## src/rtl/jtag_pkg.sv

```systemverilog
// Shared definitions for the JTAG host: TAP state encoding, command opcodes
// and the host sequencer states.
package jtag_pkg;

    localparam logic [3:0] TLR    = 4'd15;
    localparam logic [3:0] RTI    = 4'd12;
    localparam logic [3:0] SEL_DR = 4'd7;
    localparam logic [3:0] CAP_DR = 4'd6;
    localparam logic [3:0] SH_DR  = 4'd2;
    localparam logic [3:0] EX1_DR = 4'd1;
    localparam logic [3:0] PA_DR  = 4'd3;
    localparam logic [3:0] EX2_DR = 4'd0;
    localparam logic [3:0] UPD_DR = 4'd5;
    localparam logic [3:0] SEL_IR = 4'd4;
    localparam logic [3:0] CAP_IR = 4'd14;
    localparam logic [3:0] SH_IR  = 4'd10;
    localparam logic [3:0] EX1_IR = 4'd9;
    localparam logic [3:0] PA_IR  = 4'd11;
    localparam logic [3:0] EX2_IR = 4'd8;
    localparam logic [3:0] UPD_IR = 4'd13;

    // Number of tms=1 cycles that forces any TAP into TEST_LOGIC_RESET.
    localparam int INIT_TMS1_CYCLES = 5;

    typedef enum logic [1:0] {
        OP_RESET   = 2'd0,
        OP_IR_SCAN = 2'd1,
        OP_DR_SCAN = 2'd2,
        OP_IDLE    = 2'd3
    } cmd_op_e;

    typedef enum logic [2:0] {
        ST_INIT,
        ST_READY,
        ST_PRE,
        ST_SHIFT,
        ST_POST,
        ST_WAIT
    } host_state_e;

endpackage

```

## src/rtl/jtag_host_tap_next_state.sv

```systemverilog
// Standard IEEE 1149.1 TAP transition function, shared by the host shadow
// copy and any target model so the two encodings cannot drift apart.
module tap_next_state
    import jtag_pkg::*;
(
    input  logic [3:0] i_state,
    input  logic       i_tms,
    output logic [3:0] o_next
);

    always_comb begin
        o_next = TLR;
        case (i_state)
            TLR:    o_next = i_tms ? TLR    : RTI;
            RTI:    o_next = i_tms ? SEL_DR : RTI;
            SEL_DR: o_next = i_tms ? SEL_IR : CAP_DR;
            CAP_DR: o_next = i_tms ? EX1_DR : SH_DR;
            SH_DR:  o_next = i_tms ? EX1_DR : SH_DR;
            EX1_DR: o_next = i_tms ? UPD_DR : PA_DR;
            PA_DR:  o_next = i_tms ? EX2_DR : PA_DR;
            EX2_DR: o_next = i_tms ? UPD_DR : SH_DR;
            UPD_DR: o_next = i_tms ? SEL_DR : RTI;
            SEL_IR: o_next = i_tms ? TLR    : CAP_IR;
            CAP_IR: o_next = i_tms ? EX1_IR : SH_IR;
            SH_IR:  o_next = i_tms ? EX1_IR : SH_IR;
            EX1_IR: o_next = i_tms ? UPD_IR : PA_IR;
            PA_IR:  o_next = i_tms ? EX2_IR : PA_IR;
            EX2_IR: o_next = i_tms ? UPD_IR : SH_IR;
            UPD_IR: o_next = i_tms ? SEL_DR : RTI;
            default: o_next = TLR;
        endcase
    end

endmodule

```

## src/rtl/jtag_host.sv

```systemverilog
// JTAG host: accepts RESET/IR_SCAN/DR_SCAN/IDLE commands, drives TMS/TDI one
// TCK per CLK, captures TDO during shifts and tracks the target TAP state.
module jtag_host
    import jtag_pkg::*;
#(
    parameter int MAX_LEN = 32,
    parameter int LEN_W   = $clog2(MAX_LEN) + 1
) (
    input  logic               CLK,
    input  logic               RESET_N,
    input  logic               cmd_valid,
    output logic               cmd_ready,
    input  logic [1:0]         cmd_op,
    input  logic [LEN_W-1:0]   cmd_len,
    input  logic [MAX_LEN-1:0] cmd_data,
    output logic               tms,
    output logic               tdi,
    input  logic               tdo,
    output logic [3:0]         tap_state,
    output logic               rsp_valid,
    output logic [MAX_LEN-1:0] rsp_data,
    output logic               busy
);

    localparam int IDX_W = $clog2(MAX_LEN);

    host_state_e        r_state;
    host_state_e        w_state_nxt;
    logic [LEN_W-1:0]   r_cnt;
    logic [LEN_W-1:0]   w_cnt_nxt;
    cmd_op_e            r_op;
    logic [LEN_W-1:0]   r_len;
    logic [MAX_LEN-1:0] r_data;
    logic [MAX_LEN-1:0] r_cap;
    logic [MAX_LEN-1:0] r_rsp_data;
    logic               r_rsp_valid;
    logic               r_active;
    logic [3:0]         r_tap;
    logic [3:0]         w_tap_nxt;
    logic [LEN_W-1:0]   w_len_clamped;
    logic [IDX_W-1:0]   w_idx;
    logic               w_accept;
    logic               w_pre_last;
    logic               w_done;

    tap_next_state u_tap_next (
        .i_state (r_tap),
        .i_tms   (tms),
        .o_next  (w_tap_nxt)
    );

    assign cmd_ready = (r_state == ST_READY);
    assign busy      = ~cmd_ready;
    assign tap_state = r_tap;
    assign rsp_valid = r_rsp_valid;
    assign rsp_data  = r_rsp_data;
    assign w_accept  = cmd_valid && cmd_ready;
    assign w_idx     = r_cnt[IDX_W-1:0];

    always_comb begin
        if (cmd_len == '0) begin
            w_len_clamped = LEN_W'(1);
        end else if (cmd_len > LEN_W'(MAX_LEN)) begin
            w_len_clamped = LEN_W'(MAX_LEN);
        end else begin
            w_len_clamped = cmd_len;
        end
    end

    // NOTE: every output of this block gets a default first, so no path can infer a latch.
    always_comb begin
        w_state_nxt = r_state;
        w_cnt_nxt   = r_cnt + LEN_W'(1);
        w_pre_last  = 1'b0;
        tms         = 1'b0;
        tdi         = 1'b0;
        case (r_state)
            ST_INIT: begin
                tms = (r_cnt < LEN_W'(INIT_TMS1_CYCLES));
                if (r_cnt == LEN_W'(INIT_TMS1_CYCLES)) begin
                    w_state_nxt = ST_READY;
                    w_cnt_nxt   = '0;
                end
            end
            ST_READY: begin
                w_cnt_nxt = '0;
                if (cmd_valid) begin
                    case (cmd_op_e'(cmd_op))
                        OP_RESET:   w_state_nxt = ST_INIT;
                        OP_IR_SCAN: w_state_nxt = ST_PRE;
                        OP_DR_SCAN: w_state_nxt = ST_PRE;
                        OP_IDLE:    w_state_nxt = ST_WAIT;
                    endcase
                end
            end
            ST_PRE: begin
                // IR path needs an extra tms=1 to pass SELECT_DR into SELECT_IR.
                if (r_op == OP_IR_SCAN) begin
                    tms        = (r_cnt < LEN_W'(2));
                    w_pre_last = (r_cnt == LEN_W'(3));
                end else begin
                    tms        = (r_cnt == '0);
                    w_pre_last = (r_cnt == LEN_W'(2));
                end
                if (w_pre_last) begin
                    w_state_nxt = ST_SHIFT;
                    w_cnt_nxt   = '0;
                end
            end
            ST_SHIFT: begin
                tdi = r_data[w_idx];
                tms = (r_cnt == r_len - LEN_W'(1));
                if (tms) begin
                    w_state_nxt = ST_POST;
                    w_cnt_nxt   = '0;
                end
            end
            ST_POST: begin
                tms = (r_cnt == '0);
                if (r_cnt == LEN_W'(1)) begin
                    w_state_nxt = ST_READY;
                    w_cnt_nxt   = '0;
                end
            end
            ST_WAIT: begin
                if (r_cnt == r_len - LEN_W'(1)) begin
                    w_state_nxt = ST_READY;
                    w_cnt_nxt   = '0;
                end
            end
            default: begin
                w_state_nxt = ST_INIT;
                w_cnt_nxt   = '0;
            end
        endcase
        w_done = r_active && (r_state != ST_READY) && (w_state_nxt == ST_READY);
    end

    always_ff @(posedge CLK) begin
        if (!RESET_N) begin
            r_state     <= ST_INIT;
            r_cnt       <= '0;
            r_tap       <= TLR;
            r_rsp_valid <= 1'b0;
            r_rsp_data  <= '0;
            r_active    <= 1'b0;
        end else begin
            r_state     <= w_state_nxt;
            r_cnt       <= w_cnt_nxt;
            r_tap       <= w_tap_nxt;
            r_rsp_valid <= w_done;
            if (w_accept) begin
                r_active <= 1'b1;
            end else if (w_done) begin
                r_active <= 1'b0;
            end
            if (w_done && (r_op == OP_IR_SCAN || r_op == OP_DR_SCAN)) begin
                r_rsp_data <= r_cap;
            end
        end
    end

    // NOTE: command/capture registers carry no reset; each is loaded at accept before it is read.
    always_ff @(posedge CLK) begin
        if (w_accept) begin
            r_op   <= cmd_op_e'(cmd_op);
            r_len  <= w_len_clamped;
            r_data <= cmd_data;
            r_cap  <= '0;
        end else if (r_state == ST_SHIFT && (r_tap == SH_DR || r_tap == SH_IR)) begin
            r_cap[w_idx] <= tdo;
        end
    end

endmodule

```

## config.mk

```make
export PLATFORM = sky130hd
export DESIGN_NAME = jtag_host
export DESIGN_NICKNAME = d
export VERILOG_FILES = /design/src/rtl/jtag_pkg.sv /design/src/rtl/jtag_host_tap_next_state.sv /design/src/rtl/jtag_host.sv
export SDC_FILE = /design/constraint.sdc
export NUM_CORES = 1
export LEC_CHECK = 0
export BUFFER_PORTS_ARGS = -buffer_cell sky130_fd_sc_hd__buf_4
export CORE_ASPECT_RATIO = 1.2
export CORE_MARGIN = 1.5
export CORE_UTILIZATION = 60
export DETAILED_ROUTE_END_ITERATION = 10
export HOLD_SLACK_MARGIN = 0.1
export PLACE_DENSITY = 0.84
export SYNTH_ARGS = -nofsm -noshare
export SYNTH_HDL_FRONTEND = slang
export SYNTH_HIERARCHICAL = 1
export SYNTH_SLANG_ARGS = --single-unit
export TNS_END_PERCENT = 5
```

## constraint.sdc

```tcl
create_clock -name CLK -period 9 [get_ports CLK]
set_input_delay 0.9 -clock CLK [delete_from_list [all_inputs] [get_ports CLK]]
set_output_delay 0.9 -clock CLK [all_outputs]
set_load 0.01 [all_outputs]
```

==> run_results.csv <==
group,metric,value,unit
status,status,"finished clean",
floorplan,die-area,8920,um2
setup_path,slowest_delay,0.82,ns
synthesis,ys_ff_latch,119,
setup_path,worst_path_max_delay_cell,"dfxtp_1",
grt,grt_max_degree,75,
synthesis,synth-edff-count,40,
timing,fin_skew,0.00533,ns
grt,grt_overflow_total,0,
synthesis,synth_common_cells,"79 x dfxtp_1, 49 x nor2_1, 45 x nand2_1, 40 x edfxtp_1, 35 x mux2i_1",
final_layout,finalNonFillerCells,619,
floorplan,start_util,61.9,%
clock_tree,cts_buffers,17,
synthesis,syn-mean-instance-area,11.6,um2
synthesis,yosys-top-cells-area,"dfxtp_1 32%, edfxtp_1 24%, mux2i_1 7.0%, a22o_1 5.4%, mux4_2 4.5%",
routing,vias,3584,
synthesis,synthAdderAreaFrac,2.00,%
synthesis,synth_nets,485,
clock_tree,postCtsSetupRepairBufs,0,
run,timing.max_cap.violations,0,
clock_tree,cts_tree,"done",
synthesis,async_flop_share,0,%
final_layout,area_delta_synth_final,23.4,%
synthesis,synth_mux_area_share,11.9,%
synthesis,synthDistinctLibCells,51,
synthesis,synth-xor-area-share,1.75,%
hold_path,hp-class,"reg -> reg",
timing,finalSetupTns,0,ns
grt,grt_pass1_wl,16900,um
routing,routedWlPerCell,17.0,um
synthesis,synth_compound_gate_area_share,10.4,%
grt,track_usage,25.3,%
clock_tree,clock-root-buffer,"clkbuf_8",
setup_path,worstPathCellList,"mux4_2 -> mux4_2 -> mux2i_1 -> nor2_1 -> buf_4",
routing,drt_iter0_markers,210,
setup_path,crit_top_cell,"mux4_2",
synthesis,yosysMostFrequentCell,"dfxtp_1",
synthesis,synth_top_area_cell,"dfxtp_1",
timing,setup_viol,0,
setup_path,worstPathRequired,8.10,ns
clock_tree,cts_buffer_depth,2,
timing,maxSlewViolCount,0,
floorplan,core_area,8110,um2
synthesis,synth_warnings,6,
clock_tree,ctsResizeCount,0,
synthesis,post-synth-top-area-fraction,31.5,%
clock_tree,holdBufCountCts,0,
routing,drc_errors,0,
clock_tree,cts.sinks,119,
floorplan,io_pins,85,
power_and_ir_drop,p_leak,2.71,nW
floorplan,placementRows,36,
power_and_ir_drop,vdd_ir_drop_max,0.000168,V
final_layout,n_antenna_cell,0,
floorplan,die_w,86.5,um
placed_design,io_buffer_count,84,
clock_tree,clk_latency,0.52,ns
power_and_ir_drop,power,1.47,mW
timing,finalHoldViolCount,0,
setup_path,cp.arrival,2.78,ns
routing,viasPerCell,5.79,
final_layout,stdcell_area,6190,um2
setup_path,crit_fanout,15,
placed_design,hpwl,6670,um
timing,period_share,40.9,%
timing,min_period,3.68,ns
final_layout,final_util,76.3,%
clock_tree,h-tree-depth,4,
routing,wirelength,10500,um
synthesis,syn_area,5020,um2
synthesis,yosys.area_share.simple,14.2,%
synthesis,ys_seq_area_share,55.5,%
synthesis,syn_inst,433,
routing,first_pass_iters,4,
placed_design,routabilityCongestion,0.838,
power_and_ir_drop,power_density,238,nW/um2
grt,antenna_found_initial,0,
synthesis,synth_top_family_by_area,"simple AND/OR/NAND/NOR gates",
timing,rsz0062_at_grt,"no",
final_layout,drive_above_1_share,26.9,%
setup_path,end_kind,"output port",
placed_design,dp.cells,587,
clock_tree,clk_pin_slew,0.06,ns
routing,drt.antenna.violating_nets,0,
synthesis,synth_ff_type,"dfxtp_1",
timing,max_freq,272,MHz
floorplan,die_h,103,um
placed_design,dpl_cell_area,5620,um2
timing,worst_slew_pin_slew,0.841,ns
timing,max-slew-margin-rel,43.9,%
final_layout,final_nets,563,
grt,grt_pass1_vias,3490,
setup_path,crit_type,"reg -> out",
setup_path,start_kind,"flip-flop",
## metrics by stage
step / worst slack (ns) / hold slack (ns)
4_1_cts: 5.25 / 0.477
3_5_place_dp: 5.84 / 0.460
2_1_floorplan: 5.98 / 0.449
5_1_grt: 5.06 / 0.490
6_report: 5.32 / 0.472
3_3_place_gp: 5.90 / 0.461
## metal layers
metal	vias up	share of wire, %	GRT usage [%]
met5	-	0	0
met4	0	1.5	10.4
met3	19	5.2	7.53
met2	119	52	43.9
met1	1744	41	29.5
li1	1702	-	-
## layout by cell type, fill, tap and decap left out, types with 8 or more instances in the layout
cell type   n
a21oi_1     9
a22o_1     31
xor2_1      8
mux2i_1    35
inv_1      14
nand2b_1    9
nor2_1     49
nand2_1    45
buf_4      86
dfxtp_1    79
edfxtp_1   40
mux4_2     10
ha_1        8
clkbuf_16  17
## worst paths after layout
check                   start           end  slack (ns)  cells past startpoint
hold / removal    rsp_data[2]   rsp_data[2]        0.47                      1
setup reg to reg     r_cnt[2]  tap_state[1]        6.17                      9
hold reg to reg   rsp_data[2]   rsp_data[2]        0.47                      1
setup / recovery     r_cnt[0]           tdi        5.32                      5
## power by group
group	total (mW)	internal (mW)	switching, mW
sequential	0.677	0.620	0.0575
clock	0.634	0.408	0.225
combinational	0.161	0.0903	0.0706
## critical path: cells and delay by family, from the launching register on
family | cells | cell delay [ns]
multiplexers | 3 | 1.22
buffers and inverters | 1 | 0.15
AND/OR/NAND/NOR | 1 | 0.08
flip-flops | 1 | 0.82
## state kept, by name, indices dropped and copies added, names as in the netlist, 2 cells and up
signal	cells
r_state	3
r_cap	32
r_op	2
r_len	6
r_data	32
r_cnt	6
rsp_data	32
tap_state	4
## cell families (layout without fill, tap and decap cells)
group	after synthesis	count (layout)
adders and majority gates	8	8
buffers and inverters	41	132
AOI/OAI and AO/OA	62	62
DFF	119	119
and+or+nand+nor	146	146
xor gates and xnor gates	10	10
muxes	47	47
## cell type report
class / instances / area [um2]
Clock buffer: 24 / 502
Clock inverter: 8 / 67.6
Fill cell: 550 / 1920
Inverter: 14 / 52.6
Multi-Input combinational cell: 273 / 2020
Sequential cell: 119 / 2780
Tap cell: 95 / 119
Timing Repair Buffer: 86 / 646
Power figures use the tool's default switching activity.
